[src/rtl/control_pipeline_unit.sv]
// Control decode and E/M/W control pipeline for a 5-stage RISC-V core.
// Decodes D-stage fields and carries the control bundle down the pipe.
module control_pipeline_unit #(
    parameter int ALUCTRL_W = 4,
    parameter bit EXT_OPS   = 1'b1
) (
    input  logic                 clk,
    input  logic                 rst_n,
    input  logic [6:0]           op,
    input  logic [2:0]           funct3,
    input  logic                 funct7_5,
    input  logic                 stall_e,
    input  logic                 flush_e,
    input  logic                 zero_e,
    output logic [1:0]           immsrc_d,
    output logic                 illegal_d,
    output logic                 regwrite_e,
    output logic [1:0]           resultsrc_e,
    output logic                 memwrite_e,
    output logic                 jump_e,
    output logic                 branch_e,
    output logic [ALUCTRL_W-1:0] alucontrol_e,
    output logic                 alusrc_e,
    output logic                 pcsrc_e,
    output logic                 regwrite_m,
    output logic [1:0]           resultsrc_m,
    output logic                 memwrite_m,
    output logic                 regwrite_w,
    output logic [1:0]           resultsrc_w
);

    localparam logic [6:0] OP_LW  = 7'b0000011;
    localparam logic [6:0] OP_SW  = 7'b0100011;
    localparam logic [6:0] OP_R   = 7'b0110011;
    localparam logic [6:0] OP_I   = 7'b0010011;
    localparam logic [6:0] OP_BEQ = 7'b1100011;
    localparam logic [6:0] OP_JAL = 7'b1101111;

    localparam logic [3:0] ALU_ADD = 4'd0;
    localparam logic [3:0] ALU_SUB = 4'd1;
    localparam logic [3:0] ALU_AND = 4'd2;
    localparam logic [3:0] ALU_OR  = 4'd3;
    localparam logic [3:0] ALU_XOR = 4'd4;
    localparam logic [3:0] ALU_SLT = 4'd5;
    localparam logic [3:0] ALU_SLL = 4'd6;
    localparam logic [3:0] ALU_SRL = 4'd7;
    localparam logic [3:0] ALU_SRA = 4'd8;

    typedef struct packed {
        logic                 regwrite;
        logic [1:0]           resultsrc;
        logic                 memwrite;
        logic                 jump;
        logic                 branch;
        logic [ALUCTRL_W-1:0] alucontrol;
        logic                 alusrc;
    } ex_ctrl_t;

    typedef struct packed {
        logic       regwrite;
        logic [1:0] resultsrc;
        logic       memwrite;
    } mem_ctrl_t;

    typedef struct packed {
        logic       regwrite;
        logic [1:0] resultsrc;
    } wb_ctrl_t;

    ex_ctrl_t  ctrl_d;
    ex_ctrl_t  ex_d, ex_q;
    mem_ctrl_t mem_d, mem_q;
    wb_ctrl_t  wb_d, wb_q;
    logic      stalled_d, stalled_q;
    logic [1:0] aluop;
    logic [1:0] immsrc;
    logic [3:0] alu_code;
    logic       op_ok;
    logic       f3_ok;

    // Main decode plus ALU decode; illegal encodings collapse to a bubble
    always_comb begin
        ctrl_d   = '0;
        immsrc   = 2'b00;
        aluop    = 2'b00;
        op_ok    = 1'b1;
        f3_ok    = 1'b1;
        alu_code = ALU_ADD;
        unique case (op)
            OP_LW: begin
                ctrl_d.regwrite  = 1'b1;
                ctrl_d.alusrc    = 1'b1;
                ctrl_d.resultsrc = 2'b01;
            end
            OP_SW: begin
                immsrc          = 2'b01;
                ctrl_d.alusrc   = 1'b1;
                ctrl_d.memwrite = 1'b1;
            end
            OP_R: begin
                ctrl_d.regwrite = 1'b1;
                aluop           = 2'b10;
            end
            OP_I: begin
                ctrl_d.regwrite = 1'b1;
                ctrl_d.alusrc   = 1'b1;
                aluop           = 2'b10;
            end
            OP_BEQ: begin
                immsrc        = 2'b10;
                ctrl_d.branch = 1'b1;
                aluop         = 2'b01;
            end
            OP_JAL: begin
                ctrl_d.regwrite  = 1'b1;
                immsrc           = 2'b11;
                ctrl_d.resultsrc = 2'b10;
                ctrl_d.jump      = 1'b1;
            end
            default: op_ok = 1'b0;
        endcase
        unique case (aluop)
            2'b01: alu_code = ALU_SUB;
            2'b10: begin
                unique case (funct3)
                    3'b000: alu_code = (op == OP_R && funct7_5)
                                       ? ALU_SUB : ALU_ADD;
                    3'b010: alu_code = ALU_SLT;
                    3'b110: alu_code = ALU_OR;
                    3'b111: alu_code = ALU_AND;
                    3'b100: begin
                        alu_code = ALU_XOR;
                        f3_ok    = EXT_OPS;
                    end
                    3'b001: begin
                        alu_code = ALU_SLL;
                        f3_ok    = EXT_OPS;
                    end
                    3'b101: begin
                        alu_code = funct7_5 ? ALU_SRA : ALU_SRL;
                        f3_ok    = EXT_OPS;
                    end
                    default: f3_ok = 1'b0;
                endcase
            end
            default: alu_code = ALU_ADD;
        endcase
        ctrl_d.alucontrol = ALUCTRL_W'(alu_code);
        illegal_d = ~(op_ok & f3_ok);
        if (illegal_d) begin
            ctrl_d = '0;
            immsrc = 2'b00;
        end
        immsrc_d = immsrc;
    end

    // Next-state for E (flush beats stall), M (bubble after a stall) and W
    always_comb begin
        ex_d = ctrl_d;
        if (flush_e) begin
            ex_d = '0;
        end else if (stall_e) begin
            ex_d = ex_q;
        end
        mem_d = '0;
        if (!stalled_q) begin
            mem_d.regwrite  = ex_q.regwrite;
            mem_d.resultsrc = ex_q.resultsrc;
            mem_d.memwrite  = ex_q.memwrite;
        end
        wb_d.regwrite  = mem_q.regwrite;
        wb_d.resultsrc = mem_q.resultsrc;
        stalled_d      = stall_e;
    end

    // Pipeline control registers, cleared asynchronously on reset
    always_ff @(posedge clk or negedge rst_n) begin
        if (!rst_n) begin
            ex_q      <= '0;
            mem_q     <= '0;
            wb_q      <= '0;
            stalled_q <= 1'b0;
        end else begin
            ex_q      <= ex_d;
            mem_q     <= mem_d;
            wb_q      <= wb_d;
            stalled_q <= stalled_d;
        end
    end

    assign regwrite_e   = ex_q.regwrite;
    assign resultsrc_e  = ex_q.resultsrc;
    assign memwrite_e   = ex_q.memwrite;
    assign jump_e       = ex_q.jump;
    assign branch_e     = ex_q.branch;
    assign alucontrol_e = ex_q.alucontrol;
    assign alusrc_e     = ex_q.alusrc;
    assign pcsrc_e      = ex_q.jump | (ex_q.branch & zero_e);
    assign regwrite_m   = mem_q.regwrite;
    assign resultsrc_m  = mem_q.resultsrc;
    assign memwrite_m   = mem_q.memwrite;
    assign regwrite_w   = wb_q.regwrite;
    assign resultsrc_w  = wb_q.resultsrc;

endmodule

[config.mk]
export PLATFORM = sky130hd
export DESIGN_NAME = control_pipeline_unit
export DESIGN_NICKNAME = d
export VERILOG_FILES = /design/src/rtl/control_pipeline_unit.sv
export SDC_FILE = /design/constraint.sdc
export NUM_CORES = 1
export LEC_CHECK = 0
export BUFFER_PORTS_ARGS = -buffer_cell sky130_fd_sc_hd__buf_2
export CAP_MARGIN = 20
export CORE_ASPECT_RATIO = 1.2
export CORE_MARGIN = 3
export CORE_UTILIZATION = 54
export CTS_BUF_LIST = sky130_fd_sc_hd__clkbuf_4
export CTS_CLUSTER_DIAMETER = 100
export DETAILED_ROUTE_END_ITERATION = 7
export PLACE_DENSITY = 0.87
export SLEW_MARGIN = 20
export SYNTH_ARGS = -nofsm -noshare
export SYNTH_HDL_FRONTEND = slang
export SYNTH_SLANG_ARGS = --single-unit
export TNS_END_PERCENT = 1
[constraint.sdc]
create_clock -name clk -period 9.15 [get_ports clk]
set_input_delay 2.745 -clock clk [delete_from_list [all_inputs] [get_ports clk]]
set_output_delay 2.745 -clock clk [all_outputs]
set_load 0.005 [all_outputs]
==> summary.txt <==
Run status
  • Status: completed

Critical path
  • Data arrival time of the critical path: around 4.4 ns
  • Crit. End Element: output port
  • CP endpoint: immsrc_d[0]
  • Worst Setup Start Kind: input port
  • Reg2reg setup slack: 8.14 ns
  • Worst r2r path cells: 2
  • CP max FO: 6
  • Worst EP required: 6.41 ns
  • Worst setup path class: input port to output port
  • Setup crit start: op[4]
  • Reg-to-Reg End: alucontrol_e[0]$_DFFE_PN0P_
  • Worst R2R Start: alucontrol_e[0]$_DFFE_PN0P_

Global routing
  • Antenna violations before repair: 0
  • Number of global-route vias before repair: 816
  • Largest net degree at the start of global routing: 19
  • Gr usage total: 19.8%
  • First-pass GRT wire length: around 3600 µm
  • GRT overflow: 0

Die
  • Die width: 45.1 µm
  • DIE AREA: around 2400 µm²
  • # IOs: 38
  • Starting density of the core: 58.9%
  • Core Region: 1680 µm²
  • Die height: 52.9 µm
  • Rows: 16

Logic synthesis
  • Ys Warns: 0
  • Ranking of synthesized cells by area: dfrtp_1, nor2b_1, nor2_1
  • Yosys cell types: 40
  • Mapped Area: 991 µm²
  • Sequential-to-total area share from yosys stat: 45.5%
  • Syn avg cell area: between 10 and 15 µm²
  • Synth Instances: 97
  • Syn nets: approximately 120
  • Synth top area share: 45.5%
  • Synth Register Bits: 18
  • Cell type with the highest aggregate area in the netlist: dfrtp_1

Finish
  • Post-route design area: 1180 µm²
  • ANT cells: 0
  • Layout area overhead: 19.6%
  • Fin nets: approximately 150
  • Most frequent cells in the layout: buf_2, dfrtp_1, nor2_1, nand2_1, nor2b_1
  • Layout cells sized above 1: 37.9%
  • Commonest non-fill, non-tap cell in the layout: buf_2
  • Cell Count, Final, Fillers Out: 150
  • Core Util, Final: 70.5%

Routing
  • Vias post-DR: 890
  • DR DRC count: 0
  • Routed Antenna Nets: 0
  • Iteration count of the initial detailed-routing pass: 4
  • Initial drt markers: 19
  • Routed WL: 2060 µm
  • Avg Vias per Cell: 5.93
  • DR WL/cell: 13.7 µm

Timing
  • Peak Freq: 140 MHz
  • Final count of pins violating max slew: 0
  • Final hold vios: 0
  • Worst Clk Skew: around 0.0032 ns
  • RSZ-0062 raised after global routing: false
  • Total Negative Setup Slacks: 0 ns
  • Final worst slack: roughly 2 ns
  • Worst-Margin Slew: 0.521 ns
  • Period utilization: 78.0%
  • # setup viols final: 0
  • Hold slack: about 0.38 ns
  • Clock period minus worst slack: 7.13 ns
  • Max_slew headroom: 65.2%

Clock network
  • # Post-CTS Setup Buffers: 0
  • CTS Root Cell: clkbuf_4
  • TritonCTS Sinks: 18
  • Total CTS buffers: 3
  • Worst skew pair latency: approximately 0.28 ns
  • Cts hold-fix bufs: 0
  • CTS tree: done
  • Bufs on Longest Clock Path: 2
  • # H-tree levels: 1
  • Clock transition at path regs: 0.09 ns
  • CTS resizes: 0

Placement
  • Pre-CTS setup slack: 2.03 ns
  • Placed Cells: 146
  • GPL Wtd Cong: 0.897
  • Post-place instance area: 1160 µm²
  • Port Buffers: 37
  • DPL Wire Length: 1670 µm

Power and ir drop
  • Power Total: 135 µW
  • Worst vdd ir: 0.0000592 V
  • Power density over the cells: around 110 nW/µm²
  • P_leak: 0.613 nW

Flow run
  • Maxcap violations: 0

Hold path
  • Worst hold path type: register to register
[worst min path at each step]
stage / end / slack, ns / cells past startpoint / from
2_1_floorplan: regwrite_w$_DFF_PN0_ / 0.38 / 0 / regwrite_m$_DFF_PN0_
3_3_place_gp: resultsrc_w[1]$_DFF_PN0_ / 0.35 / 0 / resultsrc_m[1]$_DFF_PN0_
3_5_place_dp: regwrite_w$_DFF_PN0_ / 0.36 / 0 / regwrite_m$_DFF_PN0_
4_1_cts: regwrite_w$_DFF_PN0_ / 0.38 / 0 / regwrite_m$_DFF_PN0_
5_1_grt: regwrite_w$_DFF_PN0_ / 0.40 / 0 / regwrite_m$_DFF_PN0_
6_report: regwrite_w$_DFF_PN0_ / 0.38 / 0 / regwrite_m$_DFF_PN0_
[flip-flops by register name (all words and copies together), names as in the netlist]
name and cells:
resultsrc_w 2, memwrite_e 1, branch_e 1, regwrite_e 1
alusrc_e 1, alucontrol_e 4, regwrite_w 1, resultsrc_e 2
stalled_q 1, resultsrc_m 2, regwrite_m 1, memwrite_m 1
[cell families (layout without fill, tap and decap cells)]
group,count (synthesis),count (layout),synth area share (%)
AO/OA/AOI/OAI,24,24,19.6
adder cells (fa/ha/maj),2,2,2.52
buffers and inverters,11,46,5.93
flip-flops,18,18,45.5
AND/OR/NAND/NOR,42,42,26.5
[where the power goes]
part | switching [mW] | internal (mW)
registers | 0.000329 | 0.0798
logic | 0.0105 | 0.00600
clock network | 0.0223 | 0.0158
total | 0.0332 | 0.102
[worst max-delay path: stages]
cell,delay [ns]
buf_2,0.13
and4b_1,0.27
nand3_1,0.17
ha_1,0.29
and4b_4,0.25
nor2_4,0.14
o21ai_1,0.10
nor3_1,0.16
buf_2,0.13
[layout make-up]
class	count	area [µm²]
sequential	18	450
clock inverter	1	3.75
clock buffer	3	22.5
tap	18	22.5
fill	142	497
inverter	5	18.8
timing repair buffer	37	185
multi-input combinational	68	482
[synthesized netlist by cell type]
| library cell | number |
|---|---|
| a32oi_1 | 3 |
| ha_1 | 2 |
| and2b_1 | 1 |
| o21ai_1 | 3 |
| buf_6 | 1 |
| nor2_4 | 1 |
| o211ai_2 | 1 |
| buf_4 | 2 |
| o31ai_1 | 2 |
| nand2b_1 | 1 |
| a32o_1 | 1 |
| a21oi_1 | 5 |
| o41ai_2 | 1 |
| a22oi_1 | 1 |
| nor3_1 | 3 |
| nand4b_1 | 2 |
| and4b_4 | 1 |
| and4_4 | 1 |
| and2b_2 | 1 |
| o21ai_0 | 1 |
| nor4_1 | 2 |
| o21a_1 | 1 |
| buf_2 | 1 |
| nor2_1 | 9 |
| inv_1 | 5 |
| clkbuf_2 | 1 |
| clkbuf_1 | 1 |
| a2111oi_2 | 1 |
| nand2_1 | 8 |
| nor4b_1 | 1 |
| nor3_4 | 1 |
| a221oi_1 | 1 |
| and4b_1 | 1 |
| nand3_1 | 2 |
| nand4_2 | 1 |
| nor2b_1 | 6 |
| a21o_1 | 1 |
| dfrtp_1 | 18 |
| a21boi_1 | 1 |
| a221oi_2 | 1 |
[per-layer routing]
metal / vias up / wire length [µm] / global-route usage [%]
met4: 0 / 17 / 8.78
met1: 420 / 856 / 24.2
met5: - / 0 / 0
met3: 2 / 152 / 1.02
li1: 428 / - / -
met2: 40 / 1030 / 34.9
(Power assumes the default switching activity.)
